$ cat config.mk
export PLATFORM = sky130hd
export DESIGN_NAME = pump_sram_writer
export DESIGN_NICKNAME = d
export VERILOG_FILES = /design/src/rtl/pump_sram_writer.sv
export SDC_FILE = /design/constraint.sdc
export NUM_CORES = 1
export LEC_CHECK = 0
export BUFFER_PORTS_ARGS = -buffer_cell sky130_fd_sc_hd__buf_2
export CAP_MARGIN = 20
export CORE_MARGIN = 1
export CORE_UTILIZATION = 60
export DETAILED_ROUTE_END_ITERATION = 12
export GPL_TIMING_DRIVEN = 0
export PLACE_DENSITY = 0.82
export SLEW_MARGIN = 5
export SYNTH_ARGS = -nofsm -noshare
export SYNTH_HDL_FRONTEND = slang
export SYNTH_SLANG_ARGS = --single-unit
$ cat constraint.sdc
create_clock -name clk -period 7.1 [get_ports clk]
set_input_delay 0.355 -clock clk [delete_from_list [all_inputs] [get_ports clk]]
set_output_delay 0.355 -clock clk [all_outputs]
set_load 0.02 [all_outputs]
$ cat src/rtl/pump_sram_writer.sv
// SPI data-pump consumer: syncs byte strobes, queues them, and writes the async SRAM.
// Optional PUMP_CHECKSUM_EN adds a 16-bit running sum of written bytes.
module pump_sram_writer #(
  parameter int FIFO_DEPTH   = 4,
  parameter int SETUP_CYCLES = 1,
  parameter int WE_CYCLES    = 2,
  parameter int HOLD_CYCLES  = 1
) (
  input  logic        clk,
  input  logic        reset_n,
  input  logic        pump_active_i,
  input  logic [18:0] pump_a_i,
  input  logic [7:0]  pump_d_i,
  input  logic        pump_we_n_i,
  input  logic [18:0] core_a_i,
  input  logic [7:0]  core_d_i,
  input  logic        core_we_n_i,
  input  logic        core_oe_n_i,
  output logic [18:0] sram_a_o,
  output logic [7:0]  sram_d_o,
  output logic        sram_d_oe_o,
  output logic        sram_we_n_o,
  output logic        sram_oe_n_o,
  output logic        core_reset_n_o,
  output logic        busy_o,
  output logic        overflow_o,
  output logic [18:0] byte_count_o
`ifdef PUMP_CHECKSUM_EN
  ,
  output logic [15:0] checksum_o
`endif
);

  localparam int AW = (FIFO_DEPTH > 1) ? $clog2(FIFO_DEPTH) : 1;
  localparam int TW = 16;

  typedef enum logic [1:0] {
    S_IDLE,
    S_SETUP,
    S_WE,
    S_HOLD
  } state_t;

  logic pa_s1, pa_s2, pa_s3;
  logic we_s1, we_s2, we_s3;
  logic push, pa_rise;

  always_ff @(posedge clk or negedge reset_n) begin
    if (!reset_n) begin
      pa_s1 <= 1'b0;
      pa_s2 <= 1'b0;
      pa_s3 <= 1'b0;
      we_s1 <= 1'b1;
      we_s2 <= 1'b1;
      we_s3 <= 1'b1;
    end else begin
      pa_s1 <= pump_active_i;
      pa_s2 <= pa_s1;
      pa_s3 <= pa_s2;
      we_s1 <= pump_we_n_i;
      we_s2 <= we_s1;
      we_s3 <= we_s2;
    end
  end

  assign push    = we_s3 & ~we_s2;
  assign pa_rise = pa_s2 & ~pa_s3;

  // FIFO entry is {addr, data}
  logic [26:0]   mem [FIFO_DEPTH];
  logic [AW-1:0] wr_ptr, rd_ptr;
  logic [AW:0]   cnt;
  logic          empty, full, push_ok, pop;

  assign empty   = (cnt == '0);
  assign full    = (cnt == (AW+1)'(FIFO_DEPTH));
  assign push_ok = push & ~full;

  always_ff @(posedge clk) begin
    if (push_ok)
      mem[wr_ptr] <= {pump_a_i, pump_d_i};
  end

  always_ff @(posedge clk or negedge reset_n) begin
    if (!reset_n) begin
      wr_ptr <= '0;
      rd_ptr <= '0;
      cnt    <= '0;
    end else begin
      if (push_ok)
        wr_ptr <= wr_ptr + 1'b1;
      if (pop)
        rd_ptr <= rd_ptr + 1'b1;
      if (push_ok && !pop)
        cnt <= cnt + 1'b1;
      else if (!push_ok && pop)
        cnt <= cnt - 1'b1;
    end
  end

  state_t          state_q, state_d;
  logic [TW-1:0]   tmr_q, tmr_d;
  logic            done;

  always_ff @(posedge clk or negedge reset_n) begin
    if (!reset_n) begin
      state_q <= S_IDLE;
      tmr_q   <= '0;
    end else begin
      state_q <= state_d;
      tmr_q   <= tmr_d;
    end
  end

  always_comb begin
    state_d = state_q;
    tmr_d   = tmr_q;
    pop     = 1'b0;
    done    = 1'b0;
    unique case (state_q)
      S_IDLE: begin
        if (!empty) begin
          pop     = 1'b1;
          state_d = S_SETUP;
          tmr_d   = '0;
        end
      end
      S_SETUP: begin
        if (tmr_q == TW'(SETUP_CYCLES - 1)) begin
          state_d = S_WE;
          tmr_d   = '0;
        end else begin
          tmr_d = tmr_q + 1'b1;
        end
      end
      S_WE: begin
        if (tmr_q == TW'(WE_CYCLES - 1)) begin
          state_d = S_HOLD;
          tmr_d   = '0;
        end else begin
          tmr_d = tmr_q + 1'b1;
        end
      end
      S_HOLD: begin
        if (tmr_q == TW'(HOLD_CYCLES - 1)) begin
          state_d = S_IDLE;
          tmr_d   = '0;
          done    = 1'b1;
        end else begin
          tmr_d = tmr_q + 1'b1;
        end
      end
      default: begin
        state_d = S_IDLE;
        tmr_d   = '0;
      end
    endcase
  end

  // Bus drive registers track the next state so pins change aligned with it
  logic [18:0] a_q;
  logic [7:0]  d_q;
  logic        we_n_q, doe_q;

  always_ff @(posedge clk or negedge reset_n) begin
    if (!reset_n) begin
      a_q    <= '0;
      d_q    <= '0;
      we_n_q <= 1'b1;
      doe_q  <= 1'b0;
    end else begin
      if (pop)
        {a_q, d_q} <= mem[rd_ptr];
      we_n_q <= (state_d != S_WE);
      doe_q  <= (state_d != S_IDLE);
    end
  end

  logic        own_q, crst_q, ovf_q;
  logic [18:0] bc_q;

  always_ff @(posedge clk or negedge reset_n) begin
    if (!reset_n) begin
      own_q  <= 1'b0;
      crst_q <= 1'b0;
      ovf_q  <= 1'b0;
      bc_q   <= '0;
    end else begin
      crst_q <= ~own_q;
      if (pa_rise)
        own_q <= 1'b1;
      else if (!pa_s2 && empty && state_q == S_IDLE)
        own_q <= 1'b0;
      if (pa_rise)
        ovf_q <= 1'b0;
      else if (push && full)
        ovf_q <= 1'b1;
      if (pa_rise)
        bc_q <= '0;
      else if (done)
        bc_q <= bc_q + 1'b1;
    end
  end

`ifdef PUMP_CHECKSUM_EN
  logic [15:0] csum_q;

  always_ff @(posedge clk or negedge reset_n) begin
    if (!reset_n)
      csum_q <= '0;
    else if (pa_rise)
      csum_q <= '0;
    else if (done)
      csum_q <= csum_q + {8'h00, d_q};
  end

  assign checksum_o = csum_q;
`endif

  always_comb begin
    sram_a_o    = core_a_i;
    sram_d_o    = core_d_i;
    sram_we_n_o = core_we_n_i;
    sram_oe_n_o = core_oe_n_i;
    sram_d_oe_o = ~core_we_n_i;
    if (own_q) begin
      sram_a_o    = a_q;
      sram_d_o    = d_q;
      sram_we_n_o = we_n_q;
      sram_oe_n_o = 1'b1;
      sram_d_oe_o = doe_q;
    end
  end

  assign core_reset_n_o = crst_q;
  assign busy_o         = ~empty | (state_q != S_IDLE);
  assign overflow_o     = ovf_q;
  assign byte_count_o   = bc_q;

endmodule

=== Word-level counts from Yosys, hierarchy flattened ===
Memory sizes are Yosys's and may differ from the RTL's. A register that Yosys moved wholly into a read port is not among the register bits.
Index checks and enable logic that the tools add are counted.
W data, S select, Z words.

* Add/subtract/negate cells: 6
* $mul: 0
* Divide/modulo/power cells: 0
* $lt $le $gt $ge: 0
* Equality and inequality tests: 7
* Shift-type cells: 0
* Muxes and demuxes: 28
* Bitwise logic cells: 10
* Reduce and logical (&&, ||, !) cells: 19

{| class="wikitable"
|+ Operator list
! cell !! count
|-
| $mux W19 || 3
|-
| $mux W16 || 3
|-
| $pmux W16 S3 || 1
|-
| $add A19 B1 Y19 const B || 1
|-
| $add A16 B1 Y16 const B || 1
|-
| $eq A16 B1 Y1 const B || 1
|-
| $logic_not A16 Y1 || 1
|-
| $mux W1 || 13
|-
| $reduce_bool A2 Y1 || 6
|-
| $mux W2 || 4
|-
| $mux W8 || 1
|-
| $pmux W2 S4 || 1
|-
| $mux W3 || 2
|-
| $not A1 Y1 || 6
|-
| $logic_and A1 B1 Y1 || 5
|-
| $add A2 B1 Y2 const B || 2
|-
| $eq A2 B2 Y1 const B || 2
|-
| $logic_not A1 Y1 || 4
|-
| $ne A2 B2 Y1 const B || 2
|-
| $add A3 B1 Y3 const B || 1
|-
| $and A1 B1 Y1 || 3
|-
| $eq A3 B3 Y1 const B || 1
|-
| $logic_not A3 Y1 || 1
|-
| $sub A3 B1 Y3 const B || 1
|-
| 4 further kinds || 4
|}

* Register bits after elaboration: 55
* Bits in latches: 0
* Memory bits (writable): 108
* Memory bits (read-only): 0
* Input bits: 60
* Word-level logic and storage cells: 88
* Memories: 1

{| class="wikitable"
|+ Memory list
! name !! depth !! width !! rd ports !! clocked after Yosys merged registers in !! wr ports !! line !! source
|-
| mem || 4 || 27 || 1 || 1 || 1 || 70 || <nowiki>logic [26:0] mem [FIFO_DEPTH];</nowiki>
|}

=== Depth between registers and ports, before layout ===
Gate-level depths: netlist (run 1).

* Word-level depth: 7
* Mapped depth: 11
* Mapped depth without buffers: 9

=== Worst setup path before layout (run 1) ===
Ideal clock, no wire load.

* Kind: reg2reg
* Start: register state_q[1]
* End: register cnt[1]
* Library setup time: 0.125 ns
* Arrival time: 2.184 ns
* Setup slack: 4.791 ns
* Cell stages (with the launch flop): 10
* Buffers on the path: 2
* Period minus slack after synthesis: 2.309 ns
* Cells stage by stage: dfrtp_1 -> clkbuf_1 -> or2_2 -> nor2_1 -> inv_1 -> clkbuf_1 -> ha_1 -> inv_1 -> fa_1 -> mux2_2

* Longest elaborated chain between the ends: 5
* Elaborated cells on any way between the ends: 7

{| class="wikitable"
|+ Ends and longest elaborated chain
! item !! line !! source
|-
| start, declared || 101 || <nowiki>state_t state_q, state_d;</nowiki>
|-
| start signal, assigned || 110 || <nowiki>state_q <= state_d;</nowiki>
|-
| $logic_not A2 Y1 * || 120 || <nowiki>unique case (state_q)</nowiki>
|-
| $mux W1 * || 120 ||
|-
| $logic_not A1 Y1 || 94 || <nowiki>if (push_ok && !pop)</nowiki>
|-
| $logic_and A1 B1 Y1 || 94 ||
|-
| $mux W3 or $reduce_bool A2 Y1 (tied branches) || -- ||
|-
| end signal, assigned || 95 || <nowiki>cnt <= cnt + 1'b1;</nowiki>
|-
| end signal, assigned || 97 || <nowiki>cnt <= cnt - 1'b1;</nowiki>
|-
| end, declared || 72 || <nowiki>logic [AW:0] cnt;</nowiki>
|}

Every way passes the cells marked *; elsewhere a longest branch is shown, timed or not.
A chain may end at the register's enable or synchronous reset.

=== Final worst setup path (run 1) ===
* Start: register state_q[1]
* End: register cnt[2]

The elaborated chain is that of the path after synthesis.

==> results.py, run 1 <==
metrics = {
    "run_status": {
        "status": "completed",
    },
    "cts": {
        "clkTransAtPathRegs_ns": 0.07,
        "cts_tree": "built",
        "htreeDepth": 4,
        "postCtsResizedCells": 0,
        "holdBufCountCts": 2,
        "cts_buffer_depth": 2,
        "worstSkewPairLatency_ns": 0.44,
        "clock-sinks": 190,
        "clockRootBuffer": "clkbuf_16",
        "cts_made_buffers": 17,
        "cts_setup_buffers": 0,
    },
    "critical_path": {
        "crit_arrival_ns": 3.27,
        "crit_required_ns": 7.46,
        "crit_path_max_fanout": 10,
        "path_class": "reg2reg",
        "end_kind": "flop",
        "r2r.worst_path.cells": 11,
        "start_kind": "flop",
    },
    "grt": {
        "grt_pass1_wl_mm": 28.6,
        "grt_max_degree": 67,
        "grt_overflow_total": 0,
        "antenna_found_initial": 0,
        "grt_pass1_vias": 5625,
        "grt_util_all_layers_pct": 27.1,
    },
    "placed_design": {
        "place_ws_ns": 4.25,
        "portBuffers": 111,
        "dp_hpwl_mm": 11.5,
        "place_congestion": 0.842,
        "dp_cells": 882,
    },
    "floorplan": {
        "die_area_um2": 14100,
        "die_w_um": 119,
        "io_pins": 112,
        "num_rows": 42,
        "die_height_um": 119,
        "coreArea_um2": 13200,
        "initial_core_util_pct": 61.7,
    },
    "logic_synthesis": {
        "synth_seq_cells": 190,
        "ys_seq_area_share_pct": 64.8,
        "ys_types": 44,
        "yosysWarnings": 0,
        "synthesis.nets": 664,
        "synth_largest_type_area_fraction_pct": 39.7,
        "yosys-top-cells-area": "edfxtp_1 40%, dfrtp_1 24%, mux4_2 7.4%",
        "ys_async_sr_fraction_pct": 43.2,
        "ys.flop_type": "edfxtp_1",
        "postSynthCellCount": 594,
        "yosys.area.top_type": "edfxtp_1",
        "synth.cell_area_um2": 8170,
        "synth_edf_count": 108,
        "avgSynthCellArea_um2": 13.8,
    },
    "pwr": {
        "p_int_uw": 2310,
        "p_leak_uw": 0.00398,
        "p_clk_share_pct": 25.1,
        "seqPwrFrac_pct": 41.4,
        "ir_worst_vdd_uv": 227,
        "combinationalPowerShare_pct": 33.5,
        "powerDensity_nw_per_um2": 374,
        "sw_frac_of_total_pct": 35.4,
        "power_switching_uw": 1260,
    },
    "final_layout": {
        "area.growth.synth_to_final_pct": 17.0,
        "drive_above_1_share_pct": 29.9,
        "final_common_cell": "nand2_1",
        "final-instance-count-excl-fill": 917,
        "regArea_um2": 5300,
        "nNetsFinal": 797,
        "multi_input_area_um2": 2700,
        "fill_cells": 882,
        "final_core_util_pct": 72.2,
        "mostFrequentLayoutCells": "114 x nand2_1, 113 x buf_2, 108 x edfxtp_1",
    },
    "timing": {
        "clock.fmax_mhz": 344,
        "skew_ns": 0.00971,
        "timing.final.crit_share_pct": 41.0,
        "hold_violations": 0,
        "tns_ns": 0,
        "worstMarginPinSlew_ns": 0.929,
        "setup_viol": 0,
        "maxSlewViolCount": 0,
        "finalWorstPathRequiredPeriod_ns": 2.91,
        "relSlewSlack_pct": 38.1,
        "rsz0062_at_grt": "false",
        "fin_ws_ns": 4.19,
        "hold-worst-slack_ns": 0.0569,
    },
    "route": {
        "totalWireLength_mm": 17.7,
        "drtAntennaViolNets": 0,
        "wire_per_inst_um": 19.3,
        "vias_per_cell": 6.03,
        "via_count": 5529,
        "drc": 0,
        "first_pass_iters": 6,
        "drt-initial-drc-count": 426,
    },
    "worst_hold_path": {
        "min_path_cells": 1,
        "min_path_type": "in2reg",
    },
    "flow_run": {
        "timing.max_cap.violations": 0,
    },
}
-- layout make-up --
| type | count | area share, % |
|---|---|---|
| Clock buffer | 17 | 4.45 |
| Multi-Input combinational cell | 357 | 28.2 |
| Timing Repair Buffer | 114 | 6.34 |
| Sequential cell | 190 | 55.4 |
| Inverter | 16 | 0.628 |
| Tap cell | 176 | 2.30 |
| Buffer | 31 | 1.27 |
| Clock inverter | 15 | 1.34 |
| Antenna cell | 1 | 0.0262 |
-- path summary, 6_finish.rpt --
path | startpoint | end | slack (ns)
min in group asynchronous | reset_n | a_q[14]$_DFFE_PN0P_ | 0.34
max in group asynchronous | reset_n | we_s2$_DFF_PN1_ | 6.11
worst min register to register | pa_s1$_DFF_PN0_ | pa_s2$_DFF_PN0_ | 0.35
worst min-delay path | pump_active_i | pa_s1$_DFF_PN0_ | 0.06
worst max-delay path | state_q[1]$_DFF_PN0_ | cnt[2]$_DFFE_PN0P_ | 4.19
worst max register to register | state_q[1]$_DFF_PN0_ | cnt[2]$_DFFE_PN0P_ | 4.19
-- cell usage after synthesis (all sizes together), types with 2 or more instances --
library cell and n:
a211o 5, a21oi 12, a221o 2, a31oi 3, and2 6, and3 8
and4 6, buf 4, clkbuf 27, dfrtp 78, dfstp 4, edfxtp 108
ha 9, inv 16, mux2 31, mux2i 11, mux4 27, nand2 114
nand2b 10, nand3 17, nand4 10, nor2 7, nor2b 2, nor3 10
nor4 13, o21ai 5, o31ai 9, or2 5, or3 6, or4 13
xnor2 5, xor2 3
-- cells by family (layout without fill, tap and decap cells) --
family / count (synthesis) / count (layout) / synth area share [%]
xor+xnor: 8 / 8 / 0.857
other cells: 0 / 1 / 0
flops: 190 / 190 / 64.8
mux: 69 / 69 / 13.1
compound gates: 43 / 43 / 3.63
fa+ha+maj: 10 / 10 / 1.62
buf+inv: 47 / 193 / 2.22
simple gates: 227 / 227 / 13.8
-- stage by stage --
| stage | power (uW) | instance area (um2) |
|---|---|---|
| finish | 3570 | 9560 |
| global route | 3750 | 9560 |
| CTS | 3590 | 9560 |
| detailed placement | 2690 | 8980 |
| global placement | 2620 | 8950 |
| floorplan | 2320 | 8170 |
-- flip-flops by register name (all words and copies together) (netlist names), 2 cells and up --
register / cells
rd_ptr: 2
a_q: 19
tmr_q: 16
d_q: 8
mem: 108
wr_ptr: 2
cnt: 3
byte_count_o: 19
state_q: 2
-- worst max-delay path: stages (launching register included) --
cell	delay, ns
dfrtp_1	0.32
clkbuf_1	0.32
or2_2	0.25
nor2_1	0.09
inv_1	0.14
clkbuf_1	0.48
ha_1	0.30
inv_1	0.06
fa_1	0.39
xor2_1	0.17
nor2_1	0.13
xor2_1	0.17
-- per-layer routing --
metal	routed length [um]	vias up	GRT usage, %
met3	1070	29	5.60
li1	-	2475	-
met5	0	-	0
met4	429	0	12.6
met1	7160	2791	33.7
met2	9020	234	45.8
-- power by group through the flow --
stage,registers (uW),clock network (uW),logic [uW]
finish,1480,899,1200
global route,1500,949,1300
CTS,1480,905,1210
detailed placement,1500,0,1190
global placement,1490,0,1140
floorplan,1470,0,848
Power figures use the tool's default switching activity.
==> run 2, diff against run 1 <==
- CORE_UTILIZATION: 60 -> 57
- PLACE_DENSITY: 0.82 -> 0.78
- clock period: 7.1 -> 3 ns (I/O delays scaled with it)
==> run 2 against run 1 <==
Critical path type unchanged; count of clock-buffer cells in the layout unchanged; largest power group unchanged; critical endpoint is now cnt[1]$_DFFE_PN0P_; critical path depth down 3; cell count up 3.4%.
==> results.py, run 2 (same netlist as run 1, synthesis figures left out) <==
metrics = {
    "run_status": {
        "status": "completed",
    },
    "cts": {
        "cts_setup_buffers": 0,
        "htreeDepth": 4,
        "cts_tree": "built",
        "worstSkewPairLatency_ns": 0.44,
        "clkTransAtPathRegs_ns": 0.07,
        "cts_buffer_depth": 2,
        "clockRootBuffer": "clkbuf_16",
        "clock-sinks": 190,
        "cts_made_buffers": 17,
    },
    "timing": {
        "timing.final.crit_share_pct": 88.5,
        "tns_ns": 0,
        "finalWorstPathRequiredPeriod_ns": 2.66,
        "worstMarginPinSlew_ns": 0.823,
        "relSlewSlack_pct": 45.2,
        "setup_viol": 0,
        "hold_violations": 0,
        "rsz0062_at_grt": "false",
        "skew_ns": 0.00962,
        "clock.fmax_mhz": 377,
        "maxSlewViolCount": 0,
    },
    "floorplan": {
        "die_w_um": 122,
        "initial_core_util_pct": 58.7,
        "coreArea_um2": 13900,
        "io_pins": 112,
        "die_area_um2": 14800,
        "num_rows": 43,
        "die_height_um": 122,
    },
    "critical_path": {
        "start_kind": "flop",
        "crit_path_max_fanout": 13,
        "crit_arrival_ns": 2.98,
        "crit_required_ns": 3.32,
        "path_class": "reg2reg",
        "end_kind": "flop",
    },
    "route": {
        "vias_per_cell": 5.88,
        "via_count": 5570,
        "drc": 0,
        "wire_per_inst_um": 19.1,
        "totalWireLength_mm": 18.1,
        "drtAntennaViolNets": 0,
        "drt-initial-drc-count": 472,
        "first_pass_iters": 5,
    },
    "placed_design": {
        "place_congestion": 0.841,
        "portBuffers": 111,
        "dpl-instance-area_um2": 8990,
        "dp_cells": 886,
        "dp_hpwl_mm": 11.3,
    },
    "grt": {
        "grt_overflow_total": 0,
        "antenna_found_initial": 1,
        "grt_pass1_vias": 5618,
        "grt_pass1_wl_mm": 28.5,
        "grt_util_all_layers_pct": 26.0,
        "grt_max_degree": 67,
    },
    "final_layout": {
        "nNetsFinal": 824,
        "top_register": "mem",
        "drive_above_1_share_pct": 28.8,
        "final_area_um2": 9900,
        "largest_reg_flops": 108,
        "final-instance-count-excl-fill": 948,
        "area.growth.synth_to_final_pct": 21.1,
        "mostFrequentLayoutCells": "114 x nand2_1, 113 x buf_2, 108 x edfxtp_1",
        "final_common_cell": "nand2_1",
    },
    "pwr": {
        "p_total_uw": 8650,
        "ir_worst_vdd_uv": 554,
        "p_leak_uw": 0.00413,
        "powerDensity_nw_per_um2": 874,
    },
    "worst_hold_path": {
        "min_path_type": "in2async",
    },
    "flow_run": {
        "timing.max_cap.violations": 0,
    },
}
-- run 2: final timing paths --
check	start	endpoint	slack, ns	depth (start not counted)
setup / recovery	state_q[1]$_DFF_PN0_	cnt[1]$_DFFE_PN0P_	0.34	8
hold / removal	reset_n	a_q[16]$_DFFE_PN0P_	0.13	2
setup reg to reg	state_q[1]$_DFF_PN0_	cnt[1]$_DFFE_PN0P_	0.34	8
hold reg to reg	we_s2$_DFF_PN1_	we_s3$_DFF_PN1_	0.36	0
max in group asynchronous	reset_n	we_s3$_DFF_PN1_	2.22	3
min in group clk	pump_we_n_i	we_s1$_DFF_PN1_	0.36	2
-- run 2: report_power, final --
group | internal (uW) | switching (uW)
Clock | 1210 | 1100
Combinational | 1150 | 1690
Sequential | 3250 | 261
-- run 2: what timing repair did --
| action | CTS | global route |
|---|---|---|
| gates resized for setup | 0 | 0 |
| endpoints found under the hold margin | 190 | 0 |
| hold buffers | 30 | 0 |
| setup endpoints to repair | 0 | 1 |
-- run 2: cell type report --
type | count | area [um2]
Sequential cell | 190 | 5300
Clock buffer | 17 | 425
Tap cell | 180 | 225
Fill cell | 874 | 4030
Buffer | 30 | 118
Antenna cell | 1 | 2.50
Inverter | 16 | 60.1
Clock inverter | 15 | 188
Multi-Input combinational cell | 357 | 2700
Timing Repair Buffer | 142 | 886
-- run 2: worst max-delay path, stage by stage (launching register included) --
cell and delay, ns:
dfrtp_1 0.36, clkbuf_1 0.22, or2_2 0.41, nor2_1 0.19, inv_1 0.28, ha_1 0.31, inv_1 0.08, fa_1 0.42
mux2_2 0.27
-- run 2: per-layer routing --
layer	vias up	share of wire [%]	GRT usage [%]
li1	2532	-	-
met2	239	52	44.6
met1	2768	40	32.6
met5	-	0	0
met3	31	6.1	4.96
met4	0	2.2	10.4
-- run 2: metrics by stage --
| step | utilization (%) | hold slack [ns] | worst slack (ns) |
|---|---|---|---|
| after CTS | 71.1 | 0.128 | 0.158 |
| after floorplan | - | -0.146 | 0.691 |
| after global routing | 71.1 | 0.149 | 0.156 |
| final | 71.1 | 0.133 | 0.344 |
| after detailed placement | 64.5 | 0.0472 | 0.149 |
| after global placement | 64.3 | 0.260 | 0.272 |
